==> config.mk <==
export PLATFORM = sky130hd
export DESIGN_NAME = video_timing_gen
export DESIGN_NICKNAME = d
export VERILOG_FILES = /design/src/rtl/video_pkg.sv /design/src/rtl/video_timing_ctr.sv /design/src/rtl/video_timing_gen.sv
export SDC_FILE = /design/constraint.sdc
export NUM_CORES = 1
export LEC_CHECK = 0
export BUFFER_PORTS_ARGS = -buffer_cell sky130_fd_sc_hd__buf_2
export CORE_MARGIN = 8
export CORE_UTILIZATION = 50
export DETAILED_ROUTE_END_ITERATION = 12
export PLACE_DENSITY = 0.72
export SYNTH_ARGS = -nofsm -noshare
export SYNTH_HDL_FRONTEND = slang
export SYNTH_HIERARCHICAL = 1
export SYNTH_SLANG_ARGS = --single-unit
==> constraint.sdc <==
create_clock -name clk_i -period 7.1 [get_ports clk_i]
set_input_delay 1.42 -clock clk_i [delete_from_list [all_inputs] [get_ports clk_i]]
set_output_delay 1.42 -clock clk_i [all_outputs]
set_load 0.05 [all_outputs]
==> src/rtl/video_pkg.sv <==
// Shared timing constants, bar colour table and pattern encoding for the video timing generator.
// Defaults describe 1280x720 with 1650x750 totals.
package video_pkg;

  localparam int VID_H_ACTIVE = 1280;
  localparam int VID_H_FP     = 110;
  localparam int VID_H_SYNC   = 40;
  localparam int VID_H_BP     = 220;
  localparam int VID_V_ACTIVE = 720;
  localparam int VID_V_FP     = 5;
  localparam int VID_V_SYNC   = 5;
  localparam int VID_V_BP     = 20;
  localparam bit VID_H_POL    = 1'b1;
  localparam bit VID_V_POL    = 1'b1;

  // Wide enough for both 1650 and 750 totals, and for the ramp/grid bit picks.
  localparam int CNT_W = 12;

  typedef enum logic [1:0] {
    PAT_BARS  = 2'd0,
    PAT_RAMP  = 2'd1,
    PAT_GRID  = 2'd2,
    PAT_SOLID = 2'd3
  } pat_e;

  // Index 0 is the leftmost bar.
  localparam logic [7:0][23:0] BAR_COLOUR = {
    24'h000000, 24'h0000FF, 24'hFF0000, 24'hFF00FF,
    24'h00FF00, 24'h00FFFF, 24'hFFFF00, 24'hFFFFFF
  };

endpackage

==> src/rtl/video_timing_ctr.sv <==
// Horizontal/vertical raster counters with blank, sync and data-enable decode of the
// current position; the decode is combinational and registered by the parent.
module video_timing_ctr
  import video_pkg::*;
#(
  parameter int H_ACTIVE = VID_H_ACTIVE,
  parameter int H_FP     = VID_H_FP,
  parameter int H_SYNC   = VID_H_SYNC,
  parameter int H_BP     = VID_H_BP,
  parameter int V_ACTIVE = VID_V_ACTIVE,
  parameter int V_FP     = VID_V_FP,
  parameter int V_SYNC   = VID_V_SYNC,
  parameter int V_BP     = VID_V_BP,
  parameter bit H_POL    = VID_H_POL,
  parameter bit V_POL    = VID_V_POL
) (
  input  logic             clk_i,
  input  logic             rst_i,
  input  logic             cen_i,
  output logic [CNT_W-1:0] h_cnt_o,
  output logic [CNT_W-1:0] v_cnt_o,
  output logic             hblank_o,
  output logic             vblank_o,
  output logic             hsync_o,
  output logic             vsync_o,
  output logic             de_o
);

  localparam logic [CNT_W-1:0] H_ACT_END  = CNT_W'(H_ACTIVE);
  localparam logic [CNT_W-1:0] H_SYNC_BEG = CNT_W'(H_ACTIVE + H_FP);
  localparam logic [CNT_W-1:0] H_SYNC_END = CNT_W'(H_ACTIVE + H_FP + H_SYNC);
  localparam logic [CNT_W-1:0] H_LAST     = CNT_W'(H_ACTIVE + H_FP + H_SYNC + H_BP - 1);
  localparam logic [CNT_W-1:0] V_ACT_END  = CNT_W'(V_ACTIVE);
  localparam logic [CNT_W-1:0] V_SYNC_BEG = CNT_W'(V_ACTIVE + V_FP);
  localparam logic [CNT_W-1:0] V_SYNC_END = CNT_W'(V_ACTIVE + V_FP + V_SYNC);
  localparam logic [CNT_W-1:0] V_LAST     = CNT_W'(V_ACTIVE + V_FP + V_SYNC + V_BP - 1);

  logic [CNT_W-1:0] h_cnt_q, h_cnt_d;
  logic [CNT_W-1:0] v_cnt_q, v_cnt_d;

  always_comb begin
    h_cnt_d = h_cnt_q + 1'b1;
    v_cnt_d = v_cnt_q;
    if (h_cnt_q == H_LAST) begin
      h_cnt_d = '0;
      v_cnt_d = (v_cnt_q == V_LAST) ? '0 : v_cnt_q + 1'b1;
    end
  end

  always_ff @(posedge clk_i or posedge rst_i) begin
    if (rst_i) begin
      h_cnt_q <= '0;
      v_cnt_q <= '0;
    end else if (cen_i) begin
      h_cnt_q <= h_cnt_d;
      v_cnt_q <= v_cnt_d;
    end
  end

  // Vsync decodes only v_cnt, so it switches on whole-line boundaries.
  always_comb begin
    hblank_o = (h_cnt_q >= H_ACT_END);
    vblank_o = (v_cnt_q >= V_ACT_END);
    de_o     = ~hblank_o & ~vblank_o;
    hsync_o  = ((h_cnt_q >= H_SYNC_BEG) && (h_cnt_q < H_SYNC_END)) ? H_POL : ~H_POL;
    vsync_o  = ((v_cnt_q >= V_SYNC_BEG) && (v_cnt_q < V_SYNC_END)) ? V_POL : ~V_POL;
  end

  assign h_cnt_o = h_cnt_q;
  assign v_cnt_o = v_cnt_q;

endmodule

==> src/rtl/video_timing_gen.sv <==
// Raster timing plus test-pattern source: registered blank/sync/RGB outputs for the
// current pixel, with the pattern choice latched once per frame.
module video_timing_gen
  import video_pkg::*;
#(
  parameter int H_ACTIVE = VID_H_ACTIVE,
  parameter int H_FP     = VID_H_FP,
  parameter int H_SYNC   = VID_H_SYNC,
  parameter int H_BP     = VID_H_BP,
  parameter int V_ACTIVE = VID_V_ACTIVE,
  parameter int V_FP     = VID_V_FP,
  parameter int V_SYNC   = VID_V_SYNC,
  parameter int V_BP     = VID_V_BP,
  parameter bit H_POL    = VID_H_POL,
  parameter bit V_POL    = VID_V_POL
) (
  input  logic        clk_i,
  input  logic        rst_i,
  input  logic        cen_i,
  input  logic [1:0]  pat_sel_i,
  input  logic [23:0] solid_rgb_i,
  output logic [1:0]  vh_blank_o,
  output logic [2:0]  dvh_sync_o,
  output logic [23:0] vid_rgb_o,
  output logic        sof_o
);

  localparam int H_TOTAL = H_ACTIVE + H_FP + H_SYNC + H_BP;
  localparam int BAR_W   = H_ACTIVE / 8;
  localparam logic [CNT_W-1:0] H_LAST   = CNT_W'(H_TOTAL - 1);
  localparam logic [CNT_W-1:0] BAR_LAST = CNT_W'(BAR_W - 1);

  logic [CNT_W-1:0] h_cnt, v_cnt;
  logic             hblank, vblank, hsync, vsync, de;

  video_timing_ctr #(
    .H_ACTIVE(H_ACTIVE), .H_FP(H_FP), .H_SYNC(H_SYNC), .H_BP(H_BP),
    .V_ACTIVE(V_ACTIVE), .V_FP(V_FP), .V_SYNC(V_SYNC), .V_BP(V_BP),
    .H_POL(H_POL), .V_POL(V_POL)
  ) u_ctr (
    .clk_i   (clk_i),
    .rst_i   (rst_i),
    .cen_i   (cen_i),
    .h_cnt_o (h_cnt),
    .v_cnt_o (v_cnt),
    .hblank_o(hblank),
    .vblank_o(vblank),
    .hsync_o (hsync),
    .vsync_o (vsync),
    .de_o    (de)
  );

  logic             first_px;
  pat_e             pat_q, pat_d;
  logic [CNT_W-1:0] bar_pix_q, bar_pix_d;
  logic [2:0]       bar_idx_q, bar_idx_d;
  logic [23:0]      pix_rgb, rgb_d;
  logic [1:0]       vh_blank_q;
  logic [2:0]       dvh_sync_q;
  logic [23:0]      rgb_q;
  logic             sof_q;

  // Pixel (0,0) already uses the newly selected pattern so no frame mixes two patterns.
  always_comb begin
    first_px = (h_cnt == '0) && (v_cnt == '0);
    pat_d    = first_px ? pat_e'(pat_sel_i) : pat_q;
  end

  // Bar position tracks h_cnt without a divider; bar 7 absorbs any remainder pixels.
  always_comb begin
    bar_pix_d = bar_pix_q + 1'b1;
    bar_idx_d = bar_idx_q;
    if (h_cnt == H_LAST) begin
      bar_pix_d = '0;
      bar_idx_d = '0;
    end else if (bar_pix_q == BAR_LAST) begin
      bar_pix_d = '0;
      bar_idx_d = (bar_idx_q == 3'd7) ? 3'd7 : bar_idx_q + 3'd1;
    end
  end

  always_comb begin
    unique case (pat_d)
      PAT_BARS:  pix_rgb = BAR_COLOUR[bar_idx_q];
      PAT_RAMP:  pix_rgb = {h_cnt[7:0], h_cnt[7:0], h_cnt[7:0]};
      PAT_GRID:  pix_rgb = ((h_cnt[4:0] == 5'd0) || (v_cnt[4:0] == 5'd0)) ? 24'hFFFFFF : 24'h000000;
      PAT_SOLID: pix_rgb = solid_rgb_i;
      default:   pix_rgb = 24'h000000;
    endcase
    rgb_d = de ? pix_rgb : 24'h000000;
  end

  // sof drops on every non-enabled clk so it is exactly one clk wide.
  always_ff @(posedge clk_i or posedge rst_i) begin
    if (rst_i) begin
      pat_q      <= PAT_BARS;
      bar_pix_q  <= '0;
      bar_idx_q  <= '0;
      vh_blank_q <= 2'b11;
      dvh_sync_q <= {1'b0, ~V_POL, ~H_POL};
      rgb_q      <= '0;
      sof_q      <= 1'b0;
    end else begin
      sof_q <= cen_i & first_px;
      if (cen_i) begin
        pat_q      <= pat_d;
        bar_pix_q  <= bar_pix_d;
        bar_idx_q  <= bar_idx_d;
        vh_blank_q <= {vblank, hblank};
        dvh_sync_q <= {de, vsync, hsync};
        rgb_q      <= rgb_d;
      end
    end
  end

  assign vh_blank_o = vh_blank_q;
  assign dvh_sync_o = dvh_sync_q;
  assign vid_rgb_o  = rgb_q;
  assign sof_o      = sof_q;

endmodule

==> results of run 1 <==
-- routing by layer --
layer  vias up  track usage (%)
li1       1551                -
met1      1568             24.5
met2       106             28.4
met3        17             3.35
met4         0             7.45
met5         -                0
-- critical path: cells and delay by family, from the launching register on --
kind            cells  cell delay, ns
simple gates        4            1.38
flops               1            0.52
compound gates      2            1.12
-- cells by family after synthesis --
kind of cell,count (synthesis)
xor gates and xnor gates,15
DFF,71
muxes,14
adders and majority gates,9
buffers and inverters,33
AOI/OAI and AO/OA,84
and+or+nand+nor,169
-- cell type report --
cell class / instances / area [sq um] / share of cell area [%]
multi-input cells: 291 / 1940 / 43.7
flip-flops and latches: 71 / 1780 / 40.1
repair buffers: 61 / 313 / 7.05
well taps: 102 / 128 / 2.88
clock buffers: 9 / 124 / 2.79
clock inverters: 7 / 87.6 / 1.97
inverters: 18 / 67.6 / 1.52
-- cell usage in the layout, fill, tap and decap left out, types with 2 or more instances in the layout --
| cell type | netlist | routed |
|---|---|---|
| a31oi_1 | 7 | 7 |
| a21oi_1 | 8 | 8 |
| dfrtp_1 | 69 | 69 |
| nor4_1 | 9 | 9 |
| and2b_1 | 2 | 2 |
| nor3_1 | 9 | 9 |
| clkinv_2 | 0 | 4 |
| nor2_1 | 19 | 19 |
| o21bai_1 | 2 | 2 |
| mux2i_1 | 4 | 4 |
| or4_1 | 4 | 4 |
| nor2b_1 | 30 | 30 |
| a21oi_2 | 4 | 4 |
| and2_1 | 3 | 3 |
| or2_2 | 3 | 3 |
| o22ai_1 | 2 | 2 |
| inv_1 | 18 | 17 |
| nand2b_1 | 6 | 6 |
| a22o_1 | 2 | 2 |
| o31ai_1 | 5 | 5 |
| xnor2_1 | 4 | 4 |
| buf_4 | 0 | 3 |
| nand4_1 | 8 | 8 |
| nand3_1 | 20 | 20 |
| or3_1 | 3 | 3 |
| a221o_1 | 24 | 24 |
| buf_2 | 2 | 58 |
| dfstp_2 | 2 | 2 |
| ha_1 | 9 | 9 |
| a21o_1 | 2 | 2 |
| bufinv_16 | 0 | 2 |
| nand2_1 | 37 | 37 |
| mux2_2 | 9 | 9 |
| o21ai_0 | 16 | 16 |
| nand3b_1 | 2 | 2 |
| and3_1 | 7 | 7 |
| xor2_1 | 11 | 11 |
| o21ai_1 | 8 | 8 |
| clkbuf_8 | 0 | 9 |
-- registers in the layout (all words and copies together), names as in the netlist --
register       count
bar_idx_q          3
vid_rgb_o         24
pat_q              2
vh_blank_o         2
dvh_sync_o         3
bar_pix_q         12
u_ctr/v_cnt_o     12
u_ctr/h_cnt_o     12
sof_o              1
-- power by group --
group	switching (mW)	internal, mW	total, mW
combinational	0.179	0.102	0.280
clock	0.151	0.195	0.346
sequential	0.0724	0.460	0.532
-- metrics by stage --
stage          cells  utilization (%)
6_report         559             58.3
3_3_place_gp     543             55.6
2_1_floorplan    395                -
4_1_cts          559             58.3
5_1_grt          559             58.3
3_5_place_dp     543             55.6
-- worst min path at each step --
| stage | end | slack, ns | from | cells after the start |
|---|---|---|---|---|
| 2_1_floorplan | bar_pix_q[7] | 0.47 | bar_pix_q[7] | 1 |
| 3_3_place_gp | dvh_sync_o[0] | 0.49 | dvh_sync_o[0] | 1 |
| 3_5_place_dp | dvh_sync_o[0] | 0.50 | dvh_sync_o[0] | 1 |
| 4_1_cts | dvh_sync_o[0] | 0.51 | dvh_sync_o[0] | 1 |
| 5_1_grt | bar_pix_q[7] | 0.54 | bar_pix_q[7] | 1 |
| 6_report | dvh_sync_o[0] | 0.51 | dvh_sync_o[0] | 1 |
==> flow_metrics.env, run 1 <==
export IMPL_ys_top_cells_by_area="dfrtp_1 45%, a221o_1 6.2%, nor2b_1 4.9%, nand2_1 3.6%, ha_1 2.9%"
export IMPL_wl_per_cell_um=17.2
export IMPL_fp_coreArea_sq_mm=0.00761
export IMPL_clockBufferDepth=2
export IMPL_post_route_drc_count=0
export IMPL_avgSynthCellArea_sq_um=9.77
export IMPL_holdWs_ns=0.508
export IMPL_nets=490
export IMPL_synthFlopType="dfrtp_1"
export IMPL_finalSetupViolCount=0
export IMPL_path_cells="or3_4 -> or3_1 -> nor3_4 -> nand3_1 -> a21oi_2 -> a221o_1"
export IMPL_synth_xor_area_share_pct=3.40
export IMPL_insertion_delay_ns=0.34
export IMPL_timing_slew_headroom_pct=32.0
export IMPL_syn_to_final_growth_pct=15.0
export IMPL_ys_ff_latch=71
export IMPL_cts_resized=0
export IMPL_viasPerCell=5.80
export IMPL_timing_reg2reg_setup_slack_ns=4.00
export IMPL_fillers=684
export IMPL_critPathMaxStageDelay_ns=0.82
export IMPL_synth_area_sq_mm=0.00386
export IMPL_synth_largest_area_cell="dfrtp_1"
export IMPL_final_hold_viol_count=0
export IMPL_path_class="flip-flop to flip-flop"
export IMPL_max_cap_violations=0
export IMPL_power_density_mw_per_mm2=261
export IMPL_async_reset_ff_share_pct=100
export IMPL_status="complete, no violations"
export IMPL_ir_drop_uv=124
export IMPL_max_freq_ghz=0.323
export IMPL_post_dp_cell_area_sq_mm=0.00423
export IMPL_synthMuxAreaShare_pct=4.05
export IMPL_synthDistinctLibCells=50
export IMPL_grt_usage_pct=18.3
export IMPL_synth_fa_ha_area_share_pct=2.92
export IMPL_gp_congestion=0.833
export IMPL_wl_met3_um=539
export IMPL_timing_final_max_slew_violations=0
export IMPL_yosysTopAreaCellShare_pct=44.7
export IMPL_cp_max_fo=24
export IMPL_reg2reg_depth=6
export IMPL_setup_slack_ns=4.00
export IMPL_synth_edf_count=0
export IMPL_highest_layer="met4"
export IMPL_min_period_ns=3.10
export IMPL_initial_utilization_pct=50.7
export IMPL_reg2reg_to="vid_rgb_o[10]"
export IMPL_antenna_found_initial=0
export IMPL_synthSimpleGateAreaFrac_pct=24.1
export IMPL_rsz0062_at_grt="no"
export IMPL_clock_skew_ns=0.0100
export IMPL_dr_pass1_iters=4
export IMPL_cts_root_buf="clkbuf_8"
export IMPL_wl_met1_um=4360
export IMPL_synth_top_family_by_area="simple AND/OR/NAND/NOR gates"
export IMPL_tns_ns=0
export IMPL_yosysMostFrequentCell="dfrtp_1"
export IMPL_ant_nets=0
export IMPL_dp_hpwl_um=6800
export IMPL_netlist_instances=395
export IMPL_die_y_um=104
export IMPL_die_x_um=104
export IMPL_tightest_slew_ns=1.02
export IMPL_synth_compound_area_share_pct=15.8
export IMPL_p_leak_nw=2.05
export IMPL_cts_buffers=9
export IMPL_fin_total_pwr_mw=1.16
export IMPL_port_buffers=58
export IMPL_post_place_ws_ns=3.67
export IMPL_final_area_sq_mm=0.00444
export IMPL_drive_gt1_share_pct=22.1
export IMPL_antennaDiodeCount=0
export IMPL_critical_path_required_ns=7.37
export IMPL_die_area_sq_mm=0.0108
export IMPL_start_kind="flip-flop"
export IMPL_cp_arrival_ns=3.37
export IMPL_wl_met2_um=4560
export IMPL_cts_setup_buffers=0
export IMPL_row_count=32
export IMPL_drt_total_wl_um=9620
export IMPL_endpoint="vid_rgb_o[10]"
export IMPL_h_tree_depth=3
export IMPL_yosysWarnings=6
export IMPL_grt_pass1_vias=3232
export IMPL_ys_top_cells_by_count="69 x dfrtp_1, 37 x nand2_1, 30 x nor2b_1"
export IMPL_ios=59
export IMPL_grt_overflow_total=0
export IMPL_grt_pass1_wl_um=16300
export IMPL_min_path_type="flip-flop to flip-flop"
export IMPL_grt_max_degree=54
export IMPL_hold_buffers=0
export IMPL_cp_end_kind="flip-flop"
export IMPL_cp_startpoint="u_ctr/h_cnt_o[2]"
export IMPL_tritoncts="yes"
export IMPL_clock_sinks=71
export IMPL_period_share_pct=43.7
export IMPL_r2r_start="u_ctr/h_cnt_o[2]"
export IMPL_clkSlewWorstSetupHoldPaths_ns=0.07
export IMPL_drt_iter0_drc=223
export IMPL_synth_yosys_seq_area_share_pct=46.1
export IMPL_cp_slowest_cell="a21oi_2"
export IMPL_syn_nets=433
export IMPL_via_count=3242
No activity file was read; power rests on OpenSTA's default activity.
==> inputs of run 2 (changes only) <==
ABC_AREA = 1   (was unset)
PLACE_DENSITY = 0.71   (was 0.72)
clock period = 3.2 ns   (was 7.1 ns; I/O delays follow)
==> run 2 against run 1 <==
Compared with the run above: worst setup slack got worse by 3.0 ns; critical path depth increased by 4; largest cell class unchanged; routed wire length increased by 10%; final cell count increased by 31%; total power increased by 110%; via count increased by 22%.
==> flow_metrics.env, run 2 <==
export IMPL_syn_nets=609
export IMPL_final_area_sq_mm=0.00477
export IMPL_synth_edf_count=0
export IMPL_fp_coreArea_sq_mm=0.00826
export IMPL_status="complete, no violations"
export IMPL_ios=59
export IMPL_yosysWarnings=6
export IMPL_min_period_ns=2.15
export IMPL_avgSynthCellArea_sq_um=7.48
export IMPL_cp_end_kind="flip-flop"
export IMPL_ys_top_cells_by_area="dfrtp_1 40%, nand2_1 15%, nand3_1 10%, inv_1 4.9%, nor2_1 4.7%"
export IMPL_antennaDiodeCount=0
export IMPL_layout_commonest_cell="nand2_1"
export IMPL_grt_usage_pct=18.7
export IMPL_timing_final_max_slew_violations=0
export IMPL_finalSetupViolCount=0
export IMPL_nets=663
export IMPL_top_usage_layer="met2"
export IMPL_gr_usage_met1_pct=23.5
export IMPL_drt_total_wl_um=10600
export IMPL_max_freq_ghz=0.464
export IMPL_wl_per_cell_um=14.4
export IMPL_netlist_instances=571
export IMPL_dp_hpwl_um=7870
export IMPL_path_class="flip-flop to flip-flop"
export IMPL_clock_sinks=71
export IMPL_grt_pass1_wl_um=17700
export IMPL_ys_top_cells_by_count="168 x nand2_1, 85 x nand3_1, 69 x dfrtp_1"
export IMPL_grt_overflow_total=0
export IMPL_instances_no_fill=735
export IMPL_synth_largest_area_cell="dfrtp_1"
export IMPL_tightest_slew_ns=1.00
export IMPL_use_met2_pct=30.6
export IMPL_tritoncts="yes"
export IMPL_h_tree_depth=3
export IMPL_yosysMostFrequentCell="nand2_1"
export IMPL_rsz0062_at_grt="no"
export IMPL_cts_setup_buffers=0
export IMPL_placedCellCount=719
export IMPL_clockBufferDepth=2
export IMPL_clock_skew_ns=0.0152
export IMPL_cts_root_buf="clkbuf_8"
export IMPL_post_dp_cell_area_sq_mm=0.00458
export IMPL_layout_common_cells="168 x nand2_1, 85 x nand3_1, 69 x dfrtp_1, 58 x buf_2, 55 x inv_1"
export IMPL_synthDistinctLibCells=43
export IMPL_drt_iter0_drc=262
export IMPL_insertion_delay_ns=0.35
export IMPL_start_kind="flip-flop"
export IMPL_grt_pass1_vias=3752
export IMPL_p_leak_nw=2.62
export IMPL_async_reset_ff_share_pct=100
export IMPL_critical_path_required_ns=3.44
export IMPL_hold_buffers=0
export IMPL_row_count=33
export IMPL_ant_nets=0
export IMPL_die_area_sq_mm=0.0118
export IMPL_antenna_found_initial=0
export IMPL_die_x_um=108
export IMPL_max_cap_violations=0
export IMPL_ir_drop_uv=213
export IMPL_viasPerCell=5.37
export IMPL_syn_to_final_growth_pct=11.7
export IMPL_tns_ns=0
export IMPL_cp_max_fo=21
export IMPL_clkSlewWorstSetupHoldPaths_ns=0.07
export IMPL_port_buffers=58
export IMPL_synth_yosys_seq_area_share_pct=41.6
export IMPL_cts_buffers=9
export IMPL_fillers=805
export IMPL_period_share_pct=67.3
export IMPL_use_met3_pct=4.88
export IMPL_gp_congestion=0.835
export IMPL_grt_max_degree=48
export IMPL_synthFlopType="dfrtp_1"
export IMPL_post_route_drc_count=0
export IMPL_synth_area_sq_mm=0.00427
export IMPL_largest_register_ffs=24
export IMPL_min_path_type="flip-flop to flip-flop"
export IMPL_initial_utilization_pct=51.7
export IMPL_timing_slew_headroom_pct=33.3
export IMPL_cp_arrival_ns=2.39
export IMPL_dr_pass1_iters=5
export IMPL_die_y_um=108
export IMPL_via_count=3945
export IMPL_drive_gt1_share_pct=17.8
export IMPL_cts_resized=0
export IMPL_power_density_mw_per_mm2=512
export IMPL_yosysTopAreaCellShare_pct=40.4
export IMPL_ys_ff_latch=71
export IMPL_final_hold_viol_count=0
run 2: changes by cell type after synthesis, sizes merged, moves of 24 or more:
cell,change
nand2,+142
nand3,+71
inv,+45
nor2,+39
nor2b,-29
a221o,-24
run 2: worst paths after layout:
check                           endpoint  cells after the start  slack [ns]             start
min                        vh_blank_o[0]                      2        0.47     vh_blank_o[0]
max reg2reg                 vid_rgb_o[7]                     10        1.05  u_ctr/h_cnt_o[4]
max in group asynchronous   vid_rgb_o[2]                      2        2.04             rst_i
max                         vid_rgb_o[7]                     10        1.05  u_ctr/h_cnt_o[4]
min in group asynchronous   bar_pix_q[8]                      2        0.52             rst_i
min reg2reg                vh_blank_o[0]                      2        0.47     vh_blank_o[0]
run 2: layout make-up:
class / instances / area [sq um] / share of cell area, %
Inverter: 64 / 251 / 5.27
Tap cell: 105 / 131 / 2.75
Multi-Input combinational cell: 420 / 2120 / 44.5
Timing Repair Buffer: 59 / 298 / 6.24
Clock buffer: 10 / 128 / 2.67
Clock inverter: 6 / 61.3 / 1.28
Sequential cell: 71 / 1780 / 37.3
run 2: metrics by stage:
stage               hold WS, ns  util, %  power [mW]  setup WS (ns)
floorplan                 0.460        -        1.61           1.45
detailed placement        0.456     55.5        1.75           1.05
global route              0.481     57.8        2.59          0.835
global placement          0.453     55.5        1.73           1.12
CTS                       0.471     57.8        2.46           1.05
finish                    0.468     57.8        2.45           1.05
run 2: critical path, cell delays in order, from the launching register on:
cell	delay [ns]
dfrtp_1	0.51
nor2_1	0.18
nand2_2	0.11
nor2_8	0.13
nand3_4	0.10
nand2_2	0.07
nand2_2	0.16
o21ai_4	0.48
nand3_1	0.17
nand2_1	0.09
nand2_1	0.04
run 2: kinds of logic after synthesis:
group	Yosys count	synth area share (%)
xor+xnor	11	2.25
buf+inv	80	8.67
compound gates	37	4.83
simple gates	363	40.0
fa+ha+maj	9	2.64
flops	71	41.6
run 2: layer usage:
metal / part of all wire, % / wire length [um]
met5: 0 / 0
met2: 46 / 4920
met4: 1.4 / 144
met1: 43 / 4600
met3: 8.8 / 932
run 2: report_power, final:
group          total (mW)  internal, mW  switching [mW]
registers            1.15          1.00           0.155
clock network       0.712         0.359           0.353
logic               0.579         0.193           0.386
total                2.45          1.55           0.893
==> inputs of run 3 (changes only) <==
PLACE_DENSITY = 0.74   (was 0.71)
clock period = 1.92 ns   (was 3.2 ns; I/O delays follow)
==> run 3 against run 2 <==
Compared with the run above: the run now ends with setup timing left; final cell count rose by 6.8%; register-to-register slack worse by 1.0 ns; first-iteration DRC count increased by 34%; global-route usage about the same; clock-buffer cell count unchanged; non-clock buffer count is 50 higher; critical path type unchanged; largest power group unchanged; highest routed layer unchanged.
==> flow_metrics.env, run 3 (synthesized netlist as in run 2, its figures left out) <==
export IMPL_instances_no_fill=785
export IMPL_layout_commonest_cell="nand2_1"
export IMPL_placedCellCount=747
export IMPL_wl_per_cell_um=14.3
export IMPL_grt_pass1_wl_um=17600
export IMPL_row_count=33
export IMPL_clockBufferDepth=2
export IMPL_die_y_um=108
export IMPL_p_leak_nw=2.93
export IMPL_layout_common_cells="165 x nand2_1, 77 x nand3_1, 68 x dfrtp_1, 58 x buf_2, 55 x inv_1"
export IMPL_nets=713
export IMPL_viasPerCell=5.30
export IMPL_max_cap_violations=0
export IMPL_violations="setup timing"
export IMPL_path_class="flip-flop to flip-flop"
export IMPL_dp_hpwl_um=7960
export IMPL_ir_drop_uv=379
export IMPL_clock_skew_ns=0.0101
export IMPL_fin_total_pwr_mw=4.35
export IMPL_power_density_mw_per_mm2=815
export IMPL_cts_root_buf="clkbuf_8"
export IMPL_grt_overflow_total=0
export IMPL_ant_nets=0
export IMPL_grt_usage_pct=18.7
export IMPL_regArea_sq_mm=0.00178
export IMPL_multiInputGateArea_sq_mm=0.00222
export IMPL_period_share_pct=100
export IMPL_tightest_slew_ns=0.389
export IMPL_fp_coreArea_sq_mm=0.00826
export IMPL_cp_max_fo=10
export IMPL_timing_final_max_slew_violations=0
export IMPL_cp_arrival_ns=2.18
export IMPL_timing_slew_headroom_pct=74.0
export IMPL_finalSetupViolCount=1
export IMPL_initial_utilization_pct=51.7
export IMPL_via_count=4163
export IMPL_die_area_sq_mm=0.0118
export IMPL_drt_iter0_drc=351
export IMPL_tritoncts="yes"
export IMPL_dr_pass1_iters=5
export IMPL_critical_path_required_ns=2.18
export IMPL_ios=59
export IMPL_fillers=713
export IMPL_clock_sinks=71
export IMPL_grt_max_degree=48
export IMPL_cp_end_kind="flip-flop"
export IMPL_rsz0062_at_grt="yes"
export IMPL_start_kind="flip-flop"
export IMPL_min_path_type="input port to async pin"
export IMPL_reg2reg_depth=12
export IMPL_setup_slack_ns=-0.000699
export IMPL_tns_ns=-0.000699
export IMPL_syn_to_final_growth_pct=24.9
export IMPL_gp_congestion=0.914
export IMPL_grt_pass1_vias=3792
export IMPL_post_route_drc_count=0
export IMPL_cts_buffers=9
export IMPL_drive_gt1_share_pct=26.8
export IMPL_h_tree_depth=3
export IMPL_min_period_ns=1.92
export IMPL_clkSlewWorstSetupHoldPaths_ns=0.08
export IMPL_antenna_found_initial=0
export IMPL_status="complete, but fails checks"
export IMPL_port_buffers=58
export IMPL_final_hold_viol_count=0
export IMPL_insertion_delay_ns=0.36
export IMPL_max_freq_ghz=0.521
export IMPL_antennaDiodeCount=0
export IMPL_hold_buffers=0
export IMPL_die_x_um=108
export IMPL_largest_register_ffs=24
export IMPL_drt_total_wl_um=11200
run 3: timing repair:
item | CTS | global route
endpoints found under the setup margin | 0 | 30
buffers inserted | 0 | 20
gates resized for setup | 0 | 28
run 3: layout make-up:
cell class,instances,share of cell area (%)
multi-input combinational,420,41.6
sequential,71,33.4
timing repair buffer,109,14.4
inverter,64,4.76
clock buffer,10,2.58
tap,105,2.46
clock inverter,6,0.844
run 3: worst max-delay path, stage by stage (launching register included):
cell and delay, ns:
dfrtp_2 0.44, nor2_1 0.11, nand2_1 0.09, nor2_4 0.19, buf_6 0.13, nand4_2 0.12
nand2_4 0.16, inv_6 0.06, o21ai_4 0.11, clkbuf_16 0.21, nand3_1 0.08, nand2_1 0.08
nand2_1 0.05
run 3: routing by layer:
layer,GRT usage [%],vias to the layer above,wire length [um]
li1,-,2046,-
met1,23.6,1931,4770
met2,30.4,167,5300
met3,4.46,19,877
met4,6.74,0,238
met5,0,-,0
run 3: through the flow:
| stage | setup slack, ns | cell area, sq um | util (%) | hold WS (ns) |
|---|---|---|---|---|
| after floorplan | 0.323 | 4270 | - | 0.399 |
| after global placement | 0.0863 | 4830 | 58.5 | 0.449 |
| after detailed placement | 0.0322 | 4830 | 58.5 | 0.452 |
| after CTS | 0.0291 | 5010 | 60.7 | 0.0699 |
| after global routing | -0.0687 | 5340 | 64.6 | 0.0832 |
| final | -0.000699 | 5340 | 64.6 | 0.0588 |
run 3: final timing paths:
path	from	slack, ns	endpoint
hold / removal	rst_i	0.06	sof_o
max in group asynchronous	rst_i	1.57	vh_blank_o[0]
setup reg to reg	u_ctr/v_cnt_o[6]	-0.0007	vid_rgb_o[14]
hold reg to reg	vh_blank_o[0]	0.46	vh_blank_o[0]
setup / recovery	u_ctr/v_cnt_o[6]	-0.0007	vid_rgb_o[14]
min in group clk_i	pat_sel_i[1]	0.30	pat_q[1]
run 3: report_power, final:
| group | internal [mW] | leakage (nW) | switching, mW | total, mW |
|---|---|---|---|---|
| Clock | 0.508 | 0.0849 | 0.606 | 1.11 |
| Combinational | 0.562 | 1.95 | 0.864 | 1.43 |
| Sequential | 1.67 | 0.900 | 0.138 | 1.81 |
